==> config.mk <==
export PLATFORM = sky130hd
export DESIGN_NAME = acltx_arqbuf_flat
export DESIGN_NICKNAME = d
export VERILOG_FILES = /design/src/rtl/acltx_arqbuf_if.sv /design/src/rtl/acltx_arqbuf.sv /design/src/flat_wrapper.sv
export SDC_FILE = /design/constraint.sdc
export NUM_CORES = 1
export LEC_CHECK = 0
export CAP_MARGIN = 20
export CORE_UTILIZATION = 32
export CTS_CLUSTER_DIAMETER = 30
export DETAILED_ROUTE_END_ITERATION = 6
export DONT_BUFFER_PORTS = 1
export SLEW_MARGIN = 20
export SYNTH_ARGS = -nofsm -noshare
export SYNTH_HDL_FRONTEND = slang
export SYNTH_SLANG_ARGS = --single-unit
==> constraint.sdc <==
create_clock -name clk_6M -period 6.47 [get_ports clk_6M]
set_clock_uncertainty 0.05 [all_clocks]
set_input_delay 0.9705 -clock clk_6M [delete_from_list [all_inputs] [get_ports clk_6M]]
set_output_delay 0.9705 -clock clk_6M [all_outputs]
set_load 0.05 [all_outputs]
==> src/rtl/acltx_arqbuf_if.sv <==
// acltx_arqbuf_if: bus bundle between the ACL TX ARQ buffer controller and its
// neighbours (MCU buffer loads, RX header results, TX slot timing, encoder
// read path). The controller uses the slave modport; the driver side uses
// the master modport.
`timescale 1ns/1ps

interface acltx_arqbuf_if #(
    parameter int unsigned LENW = 10
);
    // Connection control
    logic            connsnew_p;
    // MCU payload buffer side
    logic            mcu_bufwr_p;
    logic [LENW-1:0] mcu_buflen;
    logic            mcu_flush_p;
    // RX header results
    logic            rx_hdr_valid_p;
    logic            rx_arqn;
    logic            rx_flow;
    // TX slot timing and encoder read strobe
    logic            tx_slot_start_p;
    logic            py_rd_p;
    // Slot decision
    logic            sendnewpy;
    logic            sendoldpy;
    logic            send0py;
    logic            sendnull;
    logic            txSEQN;
    logic [LENW-1:0] txpylen;
    // Payload RAM read path
    logic [LENW:0]   py_rdaddr;
    logic            py_rdlast;
    // Buffer status pulses
    logic            buf_released_p;
    logic            bufwr_err_p;

    modport master (
        output connsnew_p, mcu_bufwr_p, mcu_buflen, mcu_flush_p,
               rx_hdr_valid_p, rx_arqn, rx_flow, tx_slot_start_p, py_rd_p,
        input  sendnewpy, sendoldpy, send0py, sendnull, txSEQN, txpylen,
               py_rdaddr, py_rdlast, buf_released_p, bufwr_err_p
    );

    modport slave (
        input  connsnew_p, mcu_bufwr_p, mcu_buflen, mcu_flush_p,
               rx_hdr_valid_p, rx_arqn, rx_flow, tx_slot_start_p, py_rd_p,
        output sendnewpy, sendoldpy, send0py, sendnull, txSEQN, txpylen,
               py_rdaddr, py_rdlast, buf_released_p, bufwr_err_p
    );
endinterface

==> src/rtl/acltx_arqbuf.sv <==
// acltx_arqbuf: ACL transmit ARQ buffer controller for one logical transport.
// Two ping-pong payload buffers loaded by the MCU; at each TX slot the latched
// ARQN/FLOW select new, old, zero-length or null payload and drive SEQN, the
// payload length and the payload RAM read address.
// Optional feature macro: ACLTX_ZEROLEN_FLUSH_EN (zero-length flush packet and
// ZERO_OUT state). Without it a flushed NAK simply drops the buffer and idles.
`timescale 1ns/1ps

module acltx_arqbuf #(
    parameter int unsigned LENW = 10
) (
    input  logic           clk_6M,
    input  logic           rstz,
    acltx_arqbuf_if.slave  bus
);

`ifdef ACLTX_ZEROLEN_FLUSH_EN
    typedef enum logic [1:0] {
        IDLE     = 2'd0,
        DATA_OUT = 2'd1,
        ZERO_OUT = 2'd2
    } state_t;
`else
    typedef enum logic [1:0] {
        IDLE     = 2'd0,
        DATA_OUT = 2'd1
    } state_t;
`endif

    state_t          state;
    logic [1:0]      full;
    logic [LENW-1:0] len0;
    logic [LENW-1:0] len1;
    logic            act;
    logic            flush_pend;
    logic            flush_q;
    logic            ack_l;
    logic            flow_l;

    logic            send_new;
    logic            send_old;
    logic            send_null;
`ifdef ACLTX_ZEROLEN_FLUSH_EN
    logic            send_zero;
`endif
    logic            seqn;
    logic [LENW-1:0] pylen;
    logic            rel_p;
    logic            err_p;

    logic            rd_sel;
    logic [LENW-1:0] rd_cnt;

    logic            eff_ack;
    logic            eff_flow;
    logic            nact;
    logic            wr_tgt;
    logic            flush_now;
    logic            rd_adv;
    logic [LENW-1:0] pylen_m1;

    function automatic logic [LENW-1:0] buf_len(input logic sel,
                                                 input logic [LENW-1:0] l0,
                                                 input logic [LENW-1:0] l1);
        return sel ? l1 : l0;
    endfunction

    // A header arriving in the decision cycle takes effect in that decision
    assign eff_ack  = bus.rx_hdr_valid_p ? bus.rx_arqn : ack_l;
    assign eff_flow = bus.rx_hdr_valid_p ? bus.rx_flow : flow_l;

    // Loads go to the active buffer while it is empty, else to the other one
    assign nact   = ~act;
    assign wr_tgt = full[act] ? nact : act;

    // A flush coinciding with a slot is deferred so it only affects the next decision
    assign flush_now = (bus.mcu_flush_p | flush_q) & ~bus.tx_slot_start_p;

    // Byte counter advances per encoder read and saturates on the last byte
    assign pylen_m1 = pylen - LENW'(1);
    assign rd_adv   = bus.py_rd_p & (pylen != '0) & (rd_cnt != pylen_m1);

    // Output mapping
    assign bus.sendnewpy      = send_new;
    assign bus.sendoldpy      = send_old;
    assign bus.sendnull       = send_null;
`ifdef ACLTX_ZEROLEN_FLUSH_EN
    assign bus.send0py        = send_zero;
`else
    assign bus.send0py        = 1'b0;
`endif
    assign bus.txSEQN         = seqn;
    assign bus.txpylen        = pylen;
    assign bus.py_rdaddr      = {rd_sel, rd_cnt};
    assign bus.py_rdlast      = (rd_cnt == pylen_m1) & (pylen != '0);
    assign bus.buf_released_p = rel_p;
    assign bus.bufwr_err_p    = err_p;

    // ARQ state machine, buffer bookkeeping and read counter
    always_ff @(posedge clk_6M or negedge rstz) begin
        if (!rstz) begin
            state      <= IDLE;
            full       <= 2'b00;
            len0       <= '0;
            len1       <= '0;
            act        <= 1'b0;
            flush_pend <= 1'b0;
            flush_q    <= 1'b0;
            ack_l      <= 1'b0;
            flow_l     <= 1'b1;
            send_new   <= 1'b0;
            send_old   <= 1'b0;
            send_null  <= 1'b0;
`ifdef ACLTX_ZEROLEN_FLUSH_EN
            send_zero  <= 1'b0;
`endif
            seqn       <= 1'b1;
            pylen      <= '0;
            rel_p      <= 1'b0;
            err_p      <= 1'b0;
            rd_sel     <= 1'b0;
            rd_cnt     <= '0;
        end else if (bus.connsnew_p) begin
            state      <= IDLE;
            full       <= 2'b00;
            len0       <= '0;
            len1       <= '0;
            act        <= 1'b0;
            flush_pend <= 1'b0;
            flush_q    <= 1'b0;
            ack_l      <= 1'b0;
            flow_l     <= 1'b1;
            send_new   <= 1'b0;
            send_old   <= 1'b0;
            send_null  <= 1'b0;
`ifdef ACLTX_ZEROLEN_FLUSH_EN
            send_zero  <= 1'b0;
`endif
            seqn       <= 1'b1;
            pylen      <= '0;
            rel_p      <= 1'b0;
            err_p      <= 1'b0;
            rd_sel     <= 1'b0;
            rd_cnt     <= '0;
        end else begin
            rel_p   <= 1'b0;
            err_p   <= 1'b0;
            flush_q <= (bus.mcu_flush_p | flush_q) & bus.tx_slot_start_p;

            if (bus.rx_hdr_valid_p) begin
                ack_l  <= bus.rx_arqn;
                flow_l <= bus.rx_flow;
            end

            if (rd_adv) begin
                rd_cnt <= rd_cnt + LENW'(1);
            end

            // Slot decision: one-hot outputs held until the next slot
            if (bus.tx_slot_start_p) begin
                ack_l     <= 1'b0;
                rd_cnt    <= '0;
                send_new  <= 1'b0;
                send_old  <= 1'b0;
                send_null <= 1'b0;
`ifdef ACLTX_ZEROLEN_FLUSH_EN
                send_zero <= 1'b0;
`endif
                case (state)
                    IDLE: begin
                        if (full[act] && eff_flow) begin
                            send_new <= 1'b1;
                            seqn     <= ~seqn;
                            pylen    <= buf_len(act, len0, len1);
                            rd_sel   <= act;
                            state    <= DATA_OUT;
                        end else begin
                            send_null <= 1'b1;
                            pylen     <= '0;
                        end
                    end
                    DATA_OUT: begin
                        if (eff_ack) begin
                            full[act]  <= 1'b0;
                            rel_p      <= 1'b1;
                            act        <= nact;
                            flush_pend <= 1'b0;
                            if (full[nact] && eff_flow) begin
                                send_new <= 1'b1;
                                seqn     <= ~seqn;
                                pylen    <= buf_len(nact, len0, len1);
                                rd_sel   <= nact;
                            end else begin
                                send_null <= 1'b1;
                                pylen     <= '0;
                                state     <= IDLE;
                            end
                        end else if (!eff_flow) begin
                            send_null <= 1'b1;
                            pylen     <= '0;
                        end else if (flush_pend) begin
                            full[act]  <= 1'b0;
                            rel_p      <= 1'b1;
                            flush_pend <= 1'b0;
                            pylen      <= '0;
`ifdef ACLTX_ZEROLEN_FLUSH_EN
                            send_zero  <= 1'b1;
                            seqn       <= ~seqn;
                            state      <= ZERO_OUT;
`else
                            send_null  <= 1'b1;
                            act        <= nact;
                            state      <= IDLE;
`endif
                        end else begin
                            send_old <= 1'b1;
                            pylen    <= buf_len(act, len0, len1);
                            rd_sel   <= act;
                        end
                    end
`ifdef ACLTX_ZEROLEN_FLUSH_EN
                    ZERO_OUT: begin
                        pylen <= '0;
                        if (eff_ack) begin
                            send_null <= 1'b1;
                            state     <= IDLE;
                        end else begin
                            send_zero <= 1'b1;
                        end
                    end
`endif
                    default: begin
                        send_null <= 1'b1;
                        pylen     <= '0;
                        state     <= IDLE;
                    end
                endcase
            end

            // Flush: drop everything when idle, otherwise finish via the pending flag
            if (flush_now) begin
                if (state == IDLE) begin
                    full  <= 2'b00;
                    rel_p <= 1'b1;
                end else begin
                    flush_pend <= 1'b1;
                    full[nact] <= 1'b0;
                    if (full[nact]) begin
                        rel_p <= 1'b1;
                    end
                end
            end

            // MCU load into the selected buffer; refuse when it is still occupied
            if (bus.mcu_bufwr_p) begin
                if (full[wr_tgt]) begin
                    err_p <= 1'b1;
                end else begin
                    full[wr_tgt] <= 1'b1;
                    if (wr_tgt) begin
                        len1 <= bus.mcu_buflen;
                    end else begin
                        len0 <= bus.mcu_buflen;
                    end
                end
            end
        end
    end

endmodule
==> src/flat_wrapper.sv <==
// flat-port wrapper written by rule: the top's interface ports become plain ports
module acltx_arqbuf_flat 
#(
    parameter int unsigned LENW = 10
)
  (clk_6M, rstz, bus_connsnew_p, bus_mcu_bufwr_p, bus_mcu_buflen, bus_mcu_flush_p, bus_rx_hdr_valid_p, bus_rx_arqn, bus_rx_flow, bus_tx_slot_start_p, bus_py_rd_p, bus_sendnewpy, bus_sendoldpy, bus_send0py, bus_sendnull, bus_txSEQN, bus_txpylen, bus_py_rdaddr, bus_py_rdlast, bus_buf_released_p, bus_bufwr_err_p);
  acltx_arqbuf_if #(.LENW(LENW)) bus_i ();
  input  logic clk_6M;
  input  logic rstz;
  input wire logic [$bits(bus_i.connsnew_p)-1:0] bus_connsnew_p;
  input wire logic [$bits(bus_i.mcu_bufwr_p)-1:0] bus_mcu_bufwr_p;
  input wire logic [$bits(bus_i.mcu_buflen)-1:0] bus_mcu_buflen;
  input wire logic [$bits(bus_i.mcu_flush_p)-1:0] bus_mcu_flush_p;
  input wire logic [$bits(bus_i.rx_hdr_valid_p)-1:0] bus_rx_hdr_valid_p;
  input wire logic [$bits(bus_i.rx_arqn)-1:0] bus_rx_arqn;
  input wire logic [$bits(bus_i.rx_flow)-1:0] bus_rx_flow;
  input wire logic [$bits(bus_i.tx_slot_start_p)-1:0] bus_tx_slot_start_p;
  input wire logic [$bits(bus_i.py_rd_p)-1:0] bus_py_rd_p;
  output wire logic [$bits(bus_i.sendnewpy)-1:0] bus_sendnewpy;
  output wire logic [$bits(bus_i.sendoldpy)-1:0] bus_sendoldpy;
  output wire logic [$bits(bus_i.send0py)-1:0] bus_send0py;
  output wire logic [$bits(bus_i.sendnull)-1:0] bus_sendnull;
  output wire logic [$bits(bus_i.txSEQN)-1:0] bus_txSEQN;
  output wire logic [$bits(bus_i.txpylen)-1:0] bus_txpylen;
  output wire logic [$bits(bus_i.py_rdaddr)-1:0] bus_py_rdaddr;
  output wire logic [$bits(bus_i.py_rdlast)-1:0] bus_py_rdlast;
  output wire logic [$bits(bus_i.buf_released_p)-1:0] bus_buf_released_p;
  output wire logic [$bits(bus_i.bufwr_err_p)-1:0] bus_bufwr_err_p;
  assign bus_i.connsnew_p = bus_connsnew_p;
  assign bus_i.mcu_bufwr_p = bus_mcu_bufwr_p;
  assign bus_i.mcu_buflen = bus_mcu_buflen;
  assign bus_i.mcu_flush_p = bus_mcu_flush_p;
  assign bus_i.rx_hdr_valid_p = bus_rx_hdr_valid_p;
  assign bus_i.rx_arqn = bus_rx_arqn;
  assign bus_i.rx_flow = bus_rx_flow;
  assign bus_i.tx_slot_start_p = bus_tx_slot_start_p;
  assign bus_i.py_rd_p = bus_py_rd_p;
  assign bus_sendnewpy = bus_i.sendnewpy;
  assign bus_sendoldpy = bus_i.sendoldpy;
  assign bus_send0py = bus_i.send0py;
  assign bus_sendnull = bus_i.sendnull;
  assign bus_txSEQN = bus_i.txSEQN;
  assign bus_txpylen = bus_i.txpylen;
  assign bus_py_rdaddr = bus_i.py_rdaddr;
  assign bus_py_rdlast = bus_i.py_rdlast;
  assign bus_buf_released_p = bus_i.buf_released_p;
  assign bus_bufwr_err_p = bus_i.bufwr_err_p;
  acltx_arqbuf #(.LENW(LENW)) u_core (.clk_6M(clk_6M), .rstz(rstz), .bus(bus_i));
endmodule
# Yosys cells after proc, flatten, opt, wreduce, memory -nomap -nowiden
# Index checks and enable logic that the tools add are counted.
[classes]
n_mux = 118
order_cmp = 6
n_eq_ne = 13
reduce_logical = 21
n_addsub = 2
bitwise_logic = 14
[ops]
columns = ["cell", "n"]
rows = [
  ["$mux W10", 20],
  ["$mux W1", 70],
  ["$mux W2", 19],
  ["$pmux W10 S2", 1],
  ["$ne A4 B4 Y1 const B", 3],
  ["$reduce_bool A3 Y1", 4],
  ["$add A10 B1 Y10 const B", 1],
  ["$eq A10 B10 Y1", 1],
  ["$ne A10 B10 Y1", 1],
  ["$reduce_and A5 Y1", 2],
  ["$reduce_bool A10 Y1", 1],
  ["$sub A10 B1 Y10 const B", 1],
  ["$ne A3 B2 Y1 const B", 3],
  ["$ne A4 B2 Y1 const B", 2],
  ["$pmux W1 S2", 4],
  ["$reduce_bool A2 Y1", 4],
  ["$lt A1 B2 Y1 const B", 3],
  ["$reduce_and A3 Y1", 2],
  ["$reduce_and A6 Y1", 1],
  ["$and A1 B1 Y1", 5],
  ["$logic_and A1 B1 Y1", 5],
  ["$and A2 B2 Y2", 2],
  ["$ne A2 B2 Y1 const B", 2],
  ["$not A2 Y2", 2],
  ["other kinds (9)", 15],
]
[word_totals]
input_bits = 20
elab_cells = 192
reg_bits = 56

# Depth between registers and ports, before layout
[logic_depth]
ltp_word = 20
depth_mapped = 10
mapped_depth_nobuf = 9

# Worst setup path before layout
# No wires, ideal clock.
[synth_path]
path_kind = "register to output"
start = "reg u_core.pylen[0], in the netlist u_core.bus.txpylen[0]"
end = "out bus_py_rdlast"
slack_ns = 3.024
arrival_ns = 2.425
path_buffers = 0
stages_incl_launch_ff = 9
cell_sequence = "dfrtp_1 > inv_1 > ha_1 > and2b_2 > or3_1 > a31oi_1 > nand4_2 > nor3_1 > o31a_2"
[synth_via]
elab_chain_len = 3
word_cells_on_any_way = 4
classes_between = "add/sub: 1; eq/ne: 1; bitwise: 1; reduce/logical: 1"
[synth_rtl]
columns = ["element", "line", "rtl"]
rows = [
  ["start: declaration", "acltx_arqbuf.sv:47", "logic [LENW-1:0] pylen;"],
  ["start signal: assignment", "acltx_arqbuf.sv:174", "pylen <= buf_len(act, len0, len1);"],
  ["start signal: assignment", "acltx_arqbuf.sv:191", "pylen <= buf_len(nact, len0, len1);"],
  ["start signal: assignment", "acltx_arqbuf.sv:217", "pylen <= buf_len(act, len0, len1);"],
  ["$sub A10 B1 Y10", "acltx_arqbuf.sv:80", "assign pylen_m1 = pylen - LENW'(1);"],
  ["$eq A10 B10 Y1", "acltx_arqbuf.sv:95", "assign bus.py_rdlast = (rd_cnt == pylen_m1) & (pylen != '0);"],
  ["$and A1 B1 Y1 (*)", "acltx_arqbuf.sv:95", ""],
  ["end: declaration", "flat_wrapper.sv:26", "output wire logic [$bits(bus_i.py_rdlast)-1:0] bus_py_rdlast;"],
]
# Every way passes the cells marked *; elsewhere a longest branch is shown, timed or not.

# Worst setup path in the final report
# Ends and elaborated chain as after synthesis.

==> metrics.md <==
| Metric | Value |
|---|---|
| Buffers inserted by post-CTS timing repair | 0 |
| Via count | 2,348 |
| Cell taking the most area after synthesis | dfrtp_1 |
| Worst setup EP type | primary output |
| Min cycle time layout | 3960 ps |
| Most used DFF post-synth | dfrtp_1 |
| Post-synth cell types | 59 |
| Setup slack at placement | 2810 ps |
| Share of the synthesized area in the top cell type | 41.7% |
| Max_slew headroom | 33.7% |
| H-tree depth | 2 |
| Critical Path AT | 2940 ps |
| RSZ-0062 raised after global routing | false |
| First-pass GRT wire length | 11,400 µm |
| Crit Path Max Fanout | 7 |
| Hold Crit Class | input pin to async pin |
| Clock Tree Buf Depth | 2 |
| Final worst path period share | 61.3% |
| Die height | 102 µm |
| Port buffer count | 0 |
| Most frequent cells after synthesis | dfrtp_1, nor2_1, mux2i_1 |
| Largest net degree at the start of global routing | 56 |
| Seq/Total Area, Yosys | 43.4% |
| Largest cells by area after synthesis | dfrtp_1, mux2i_1, nor2_1 |
| Final worst setup slack | 2510 ps |
| Setup crit start | u_core.bus.txpylen[0] |
| DP Wirelength | 4810 µm |
| Critical path type | flip-flop to primary output |
| Total Negative Setup Slacks | 0 ps |
| Pwr dens | 203 nW/µm² |
| Peak VDD IR | 0.0993 mV |
| Vias in the first global route | 2,225 |
| Post-synth EDFFs | 0 |
| RR Startpoint | u_core.bus.txpylen[0] |
| Clk sink count | 55 |
| Resized cells post-CTS | 0 |
| Yosys warns | 0 |
| GP Congestion | 0.783 |
| Total track usage | 14.3% |
| DRC | 0 |
| Via density | 5.30 |
| Critical Path End | bus_py_rdlast |
| Ant diodes | 0 |
| Rows | 35 |
| GRT Residual Overflow | 0 |
| Final ANT Viol Nets | 0 |
| DRT Wirelength | 6960 µm |
| CTS clock-pin slew for the worst setup and hold paths | 100 ps |
| Synthesized cell area | 3180 µm² |
| #FFs+latches synth | 55 |
| CTS root buffer | clkbuf_8 |
| Count leader, synth | dfrtp_1 |
| Top Ports | 49 |
| TritonCTS Buffers | 5 |
| Starting Density | 33.7% |
| CTS tree | built |
| Register area | 1380 µm² |
| Setup-failing EPs final | 0 |
| Syn Inst Count | 326 |
| Outcome | completed |
| Asr flop ratio synth | 100% |
| Synthesized Nets | 348 |
| First drt pass iteration count | 4 |
| RR Endpoint | u_core.rd_cnt[9] |
| Multi-input gate area | 1650 µm² |
| R2r setup slk | 3280 ps |
| Post-layout net count | 335 |
| Hold Vio Cnt, Final | 0 |
| Share of layout cells above drive strength 1 | 11.1% |
| Static Leak | 1.44 nW |
| Tot Pwr | 0.683 mW |
| Startpoint Class | flip-flop |
| WL per Instance | 15.7 µm |
| Area growth syn-to-layout | 5.99% |
| Clk Latency, worst-skew pair | 310 ps |
| # hold bufs at CTS | 0 |
| Actual slew at the worst max-slew pin | 994 ps |
| Fillers | 952 |
| Max_cap viols | 0 |
| Drt initial violations | 115 |
| Die area | 10,300 µm² |
| Core area | 9420 µm² |
| Worst reg2reg path depth | 9 |
| Mean Syn Cell Area | 9.74 µm² |
| CP required | 5450 ps |
| Max-slew violations | 0 |
| WHS | 294 ps |
| Initial antenna violation count | 0 |
| Die Span X | 102 µm |
| Fmax achieved | 252 MHz |
[area by class of cell]
type / count / share of cell area, %
Inverter: 10 / 1.11
Clock inverter: 2 / 1.04
Clock buffer: 6 / 2.45
Sequential cell: 55 / 41.0
Multi-Input combinational cell: 238 / 49.0
Tap cell: 129 / 4.79
Timing Repair Buffer: 3 / 0.669
[per-layer routing]
layer	global-route usage (%)	up-vias	part of all wire, %
met5	0	-	0
met4	4.01	0	1.1
met3	4.90	6	6.7
met2	22.8	43	46
met1	18.4	1142	46
li1	-	1157	-
[through the flow]
step / area [µm²] / cells / utilization, %
final: 3370 / 443 / 35.8
after global routing: 3370 / 443 / 35.8
after CTS: 3370 / 443 / 35.8
after detailed placement: 3250 / 435 / 34.5
after global placement: 3250 / 435 / 34.5
after floorplan: 3180 / 326 / -
[cells in the final DEF, fill, tap and decap left out, drive strengths merged, types with 6 or more instances in the layout]
cell / instances
inv: 10
nor2: 46
a221oi: 10
o21ai: 7
a21oi: 26
clkbuf: 6
xnor2: 9
nand2: 13
mux2i: 38
a22oi: 10
dfrtp: 53
or3: 7
[report_power, final]
group          leakage (nW)  switching (mW)  internal [mW]  total [mW]
sequential            0.748          0.0237          0.356       0.379
combinational         0.630          0.0351         0.0310      0.0662
clock                0.0612           0.112          0.125       0.238
[sequential cells by signal (all words and copies together) (netlist names)]
name,cells
u_core.flush_q,1
u_core.flush_pend,1
u_core.len0,10
u_core.len1,10
u_core.bus.sendnewpy,1
u_core.flow_l,1
u_core.rd_sel,1
u_core.bus.txSEQN,1
u_core.full,2
u_core.bus.txpylen,10
u_core.rd_cnt,10
u_core.act,1
u_core.bus.sendoldpy,1
u_core.ack_l,1
u_core.bus.sendnull,1
u_core.bus.bufwr_err_p,1
u_core.state,1
u_core.bus.buf_released_p,1
[critical path, cell delays in order (launching register included)]
cell	delay, ps
dfrtp_1	770
inv_1	100
ha_1	310
and2b_2	220
or3_1	330
a31oi_1	200
nand4_2	140
nor3_1	200
o31a_2	350
[cell families after synthesis]
logic type,Yosys count,synth area share (%)
fa+ha+maj,2,0.788
flops,55,43.4
mux,39,12.3
buf+inv,33,4.88
compound gates,77,16.9
xor+xnor,13,3.58
simple gates,106,18.0
other cells,1,0.118
[how the worst min path moves through the flow]
stage / endpoint / slack, ps
floorplan: u_core.len1[0] / 460
global placement: u_core.len0[6] / 480
detailed placement: u_core.len1[9] / 490
CTS: u_core.bus.txpylen[5] / 280
global route: u_core.rd_cnt[3] / 270
finish: u_core.bus.txpylen[0] / 290
No activity file was read; power rests on OpenSTA's default activity.
